--- config.mk ---
export PLATFORM = sky130hd
export DESIGN_NAME = joy_db15_tx
export DESIGN_NICKNAME = d
export VERILOG_FILES = /design/src/rtl/joy_db15_tx.sv
export SDC_FILE = /design/constraint.sdc
export NUM_CORES = 1
export LEC_CHECK = 0
export CAP_MARGIN = 25
export CORE_MARGIN = 2
export CORE_UTILIZATION = 40
export DETAILED_ROUTE_END_ITERATION = 10
export HOLD_SLACK_MARGIN = 0.08
export SLEW_MARGIN = 25
export SYNTH_ARGS = -nofsm -noshare
export SYNTH_HDL_FRONTEND = slang
export SYNTH_SLANG_ARGS = --single-unit
--- constraint.sdc ---
create_clock -name clk -period 1.8 [get_ports clk]
set_input_delay 0.36 -clock clk [delete_from_list [all_inputs] [get_ports clk]]
set_output_delay 0.36 -clock clk [all_outputs]
set_load 0.02 [all_outputs]
--- src/rtl/joy_db15_tx.sv ---
// Device side of the DB15 joystick link: a synchronised 74HC165-style responder
// that answers host JOY_LOAD/JOY_CLK with an active-low 2*PLAYER_BITS frame.
module joy_db15_tx #(
  parameter int SYNC_STAGES = 2,
  parameter int PLAYER_BITS = 12
) (
  input  logic                   clk,
  input  logic                   reset_n,
  input  logic [PLAYER_BITS-1:0] joy_p1,
  input  logic [PLAYER_BITS-1:0] joy_p2,
  input  logic                   JOY_CLK,
  input  logic                   JOY_LOAD,
  output logic                   JOY_DATA,
  output logic                   frame_done,
  output logic                   busy
);

  localparam int FRAME_BITS = 2 * PLAYER_BITS;
  localparam int CW         = $clog2(FRAME_BITS + 1);
  localparam logic [CW-1:0] CNT_LAST = CW'(FRAME_BITS - 1);
  localparam logic [CW-1:0] CNT_FULL = CW'(FRAME_BITS);

  logic [SYNC_STAGES-1:0] ck_sync;
  logic [SYNC_STAGES-1:0] ld_sync;
  logic                   ck_s;
  logic                   ck_prev;
  logic                   ck_rise;
  logic                   ld;
  logic [FRAME_BITS-1:0]  sr;
  logic [CW-1:0]          cnt;

  // Chains reset high so a host clock already high at release is not an edge.
  always_ff @(posedge clk or negedge reset_n) begin
    if (!reset_n) begin
      ck_sync <= '1;
      ld_sync <= '1;
    end else begin
      ck_sync <= {ck_sync[SYNC_STAGES-2:0], JOY_CLK};
      ld_sync <= {ld_sync[SYNC_STAGES-2:0], JOY_LOAD};
    end
  end

  assign ck_s = ck_sync[SYNC_STAGES-1];
  assign ld   = ld_sync[SYNC_STAGES-1];

  always_ff @(posedge clk or negedge reset_n) begin
    if (!reset_n) begin
      ck_prev <= 1'b1;
      ck_rise <= 1'b0;
    end else begin
      ck_prev <= ck_s;
      ck_rise <= ck_s & ~ck_prev;
    end
  end

  // Load is level-sensitive and swallows any coincident shift edge.
  always_ff @(posedge clk or negedge reset_n) begin
    if (!reset_n) begin
      sr  <= '1;
      cnt <= '0;
    end else if (!ld) begin
      sr  <= {~joy_p2, ~joy_p1};
      cnt <= '0;
    end else if (ck_rise) begin
      sr <= {1'b1, sr[FRAME_BITS-1:1]};
      if (cnt != CNT_FULL) cnt <= cnt + CW'(1);
    end
  end

  always_ff @(posedge clk or negedge reset_n) begin
    if (!reset_n) begin
      frame_done <= 1'b0;
      busy       <= 1'b0;
    end else begin
      frame_done <= ck_rise & ld & (cnt == CNT_LAST);
      busy       <= (cnt != '0) && (cnt != CNT_FULL);
    end
  end

  assign JOY_DATA = sr[0];

endmodule

Word level (Yosys, flattened, before mapping)
Index checks and enable logic that the tools add are counted.
- flip-flop bits (word level): 37
- input port bits: 28
- logic and storage cells: 27
- add/subtract/negate cells: 1
- eq/ne operators: 4
- muxes and demuxes: 5
- bitwise gates (word level): 6
- reduce and logical (&&, ||, !) cells: 3
- operators by type and width (operator ; count):
    $mux 24 ; 2
    $not 12->12 ; 2
    $mux 5 ; 3
    $add 5x1->5 const B ; 1
    $eq 5x5->1 const B ; 1
    $ne 5x5->1 const B ; 1
    $reduce_bool 5->1 ; 1
    $ne 2x1->1 const B ; 2
    $and 1x1->1 ; 3
    $reduce_and 2->1 ; 1
    $logic_and 1x1->1 ; 1
    $not 1->1 ; 1

Logic depth before layout (Yosys ltp)
- depth in word-level cells: 4
- mapped depth: 5

Least setup slack after synthesis
Ideal clock, no wire load.
- path type: flip-flop to flip-flop
- start point: register cnt[0]
- end point: register cnt[2]
- setup time: 0.078 ns
- arrival: 1.144 ns
- data required time: 1.722 ns
- setup slack: 0.579 ns
- stages on the path, launching flop included: 6
- buffers on the path: 0
- cell sequence: dfrtp_1 > inv_1 > ha_1 > nand3_1 > or3b_1 > a21boi_1
- cells in the longest elaborated chain, start to end: 4
- elaborated cells on any way between the ends: 7
- classes of those cells: 1 x add/sub; 2 x eq/ne; 3 x mux; 1 x reduce/logical
- RTL lines (element ; RTL line ; text):
    start, declared ; 30 ; logic [CW-1:0] cnt;
    start signal, assigned ; 66 ; if (cnt != CNT_FULL) cnt <= cnt + CW'(1);
    $add 5x1->5 ; 66 ;
    $mux 5 ; 66 ;
    $mux 5 ; 64 ; end else if (ck_rise) begin
    $mux 5 ; 61 ; end else if (!ld) begin
Parallel ways exist; a longest one is shown, timed or not. The select of a mux whose other input is x is not followed.
A chain may end at the register's enable or synchronous reset.

Worst setup path after layout
- start point: register sr[0]
- end point: output port JOY_DATA
- RTL lines (element ; RTL line ; text):
    start, declared ; 29 ; logic [FRAME_BITS-1:0] sr;
    start signal, assigned ; 62 ; sr <= {~joy_p2, ~joy_p1};
    start signal, assigned ; 65 ; sr <= {1'b1, sr[FRAME_BITS-1:1]};
    end, declared ; 13 ; output logic JOY_DATA,
No word-level cell between the ends.

==> flow_metrics.env <==
export IMPL_routed_wl_microns=2780
export IMPL_setup_worst_path_end="JOY_DATA"
export IMPL_status="completed"
export IMPL_core_area_sq_mm=0.00400
export IMPL_ys_warn_count=0
export IMPL_max_freq_mhz=571
export IMPL_cts_hold_buf=1
export IMPL_io_buffers=30
export IMPL_fin_crit_ns=1.75
export IMPL_cts_buffers=5
export IMPL_peakVddDrop_v=0.000544
export IMPL_power_density_mw_per_mm2=848
export IMPL_yosysUniqueCellTypes=22
export IMPL_routedWlPerCell_microns=13.4
export IMPL_fin_crit_sh_pct=97.3
export IMPL_synthFlopType="dfstp_2"
export IMPL_endpoint_kind="output port"
export IMPL_slowest_stage="clkdlybuf4s50_1"
export IMPL_clock_latency_ns=0.28
export IMPL_die_w_microns=68.5
export IMPL_drt_iter0_drc=38
export IMPL_cp_arrival_ns=1.39
export IMPL_grt_pass1_vias=1085
export IMPL_clock_sinks=37
export IMPL_initial_core_util_pct=41.6
export IMPL_grt_max_degree=19
export IMPL_synth_edff_count=0
export IMPL_synth_top_cells_by_count="mux2i_1, dfstp_2, dfrtp_1, nand2_1"
export IMPL_grt_usage_pct=14.4
export IMPL_io_pins=31
export IMPL_maxSlewViolCount=0
export IMPL_syn_area_per_cell_sq_um=14.0
export IMPL_place_ws_ns=0.340
export IMPL_placed_area_sq_mm=0.00203
export IMPL_fin_cells=208
export IMPL_hold_slack_ns=0.362
export IMPL_reg2regPathDepth=5
export IMPL_drive_above_1_share_pct=28.5
export IMPL_r2r_slack_ns=0.46
export IMPL_post_cts_buffers=0
export IMPL_worstPathCellList="clkdlybuf4s50_1"
export IMPL_cp_slowest_stage_delay_ns=0.59
export IMPL_num_vias=996
export IMPL_skew_ns=0.00972
export IMPL_reg2reg_to="cnt[2]$_DFFE_PN0P_"
export IMPL_cts_tree="built"
export IMPL_grt_overflow_total=0
export IMPL_setup_viol=0
export IMPL_min_path_type="flip-flop to flip-flop"
export IMPL_required_ns=1.44
export IMPL_synth_top_area_share_pct=45.8
export IMPL_crit_family="buffers and inverters"
export IMPL_antenna_found_initial=0
export IMPL_slew_headroom_pct=73.3
export IMPL_postRouteAntennaNets=0
export IMPL_syn_inst=119
export IMPL_dieArea_sq_mm=0.00470
export IMPL_crit_fanout=2
export IMPL_place_inst=199
export IMPL_gp_congestion=0.765
export IMPL_finalHoldViolCount=0
export IMPL_maxCapViolCount=0
export IMPL_synthArstFlopShare_pct=100
export IMPL_post_cts_resized_instances=0
export IMPL_ctsHtreeMaxLevel=2
export IMPL_cts_root_buf="clkbuf_8"
export IMPL_worstMarginPinSlew_ns=0.401
export IMPL_setup_ws_ns=0.0485
export IMPL_area_growth_pct=27.5
export IMPL_synth_most_common_cell="mux2i_1"
export IMPL_syn_cell_area_sq_mm=0.00167
export IMPL_rows=23
export IMPL_setup_worst_path_class="flip-flop to output port"
export IMPL_syn_nets=149
export IMPL_clkTransAtPathRegs_ns=0.07
export IMPL_ys_ff_latch=37
export IMPL_grt_pass1_wl_microns=4770
export IMPL_crit_cells=1
export IMPL_startpoint="sr[0]$_DFFE_PN1P_"
export IMPL_n_antenna_cell=0
export IMPL_dp_hpwl_microns=2050
export IMPL_synth_top_area_cell="dfstp_2"
export IMPL_seq_area_frac_synth_pct=57.8
export IMPL_fin_area_sq_mm=0.00212
export IMPL_regToRegStartpoint="cnt[0]$_DFFE_PN0P_"
export IMPL_ys_top_cells_by_area="dfstp_2, mux2i_1, dfrtp_1"
export IMPL_fin_nets=187
export IMPL_clock_path_buffers=2
export IMPL_cp_start_kind="flip-flop"
export IMPL_power_leakage_nw=0.906
export IMPL_crit_buf_inv=1
export IMPL_dieHeight_microns=68.5
export IMPL_first_pass_iters=4
export IMPL_viasPerCell=4.79
export IMPL_drc=0
export IMPL_rsz0062_at_grt="false"
export IMPL_tns_ns=0
per-stage QoR:
stage / util [%] / power, mW
6_report: 53.1 / 1.80
5_1_grt: 53.1 / 1.92
4_1_cts: 53.1 / 1.84
3_5_place_dp: 50.8 / 1.28
3_3_place_gp: 50.8 / 1.27
2_1_floorplan: - / 1.16
placed cells by master (no fill, tap or decap), types with 2 or more instances in the layout:
cell and count:
clkinv_2 2, ha_1 2, and2_1 2, nand2_1 6, nand4_1 2, mux2i_1 49, clkbuf_8 5, xnor2_1 3
dfstp_2 29, buf_4 7, inv_1 2, clkdlybuf4s50_1 29, dfrtp_1 8
report_power, final:
| part | switching, mW | leakage [nW] | internal, mW |
|---|---|---|---|
| Clock | 0.270 | 0.0450 | 0.268 |
| Combinational | 0.103 | 0.447 | 0.149 |
| Sequential | 0.0464 | 0.414 | 0.965 |
| Total | 0.420 | 0.906 | 1.38 |
cell type report:
cell class                 count  area (sq um)
timing repair buffer          38           358
fill                         354          1880
tap                           50          62.6
clock buffer                   6          72.6
sequential                    37           962
multi-input combinational     73           651
inverter                       2          7.51
clock inverter                 2          10.0
worst min-delay path by stage:
stage	start	to	slack, ns	cells after the start
floorplan	reset_n	busy$_DFF_PN0_	0.06	0
global placement	reset_n	cnt[2]$_DFFE_PN0P_	0.30	1
detailed placement	reset_n	cnt[2]$_DFFE_PN0P_	0.31	1
CTS	ck_sync[1]$_DFF_PN1_	ck_prev$_DFF_PN1_	0.36	0
global route	ld_sync[0]$_DFF_PN1_	ld_sync[1]$_DFF_PN1_	0.37	0
finish	ck_sync[1]$_DFF_PN1_	ck_prev$_DFF_PN1_	0.36	0
logic make-up (layout without fill, tap and decap cells):
kind of cell	Yosys count	in the layout	share of synthesized area (%)
mux	49	49	29.5
flops	37	37	57.8
simple gates	17	17	5.63
buf+inv	9	48	3.15
xor+xnor	3	3	1.58
fa+ha+maj	2	2	1.50
compound gates	2	2	0.902
metal layers:
layer  track usage (%)  routed length [microns]  part of all wire (%)
met3              5.03                      124                   4.5
met5                 0                        0                     0
met4              7.00                       51                   1.8
met1              17.5                     1200                    43
met2              22.6                     1400                    50
sequential cells by signal, indices dropped and copies added, names as in the netlist:
| register | count |
|---|---|
| sr | 24 |
| cnt | 5 |
| ck_sync | 2 |
| ld_sync | 2 |
| busy | 1 |
| ck_prev | 1 |
| ck_rise | 1 |
| frame_done | 1 |
Power figures use the tool's default switching activity.
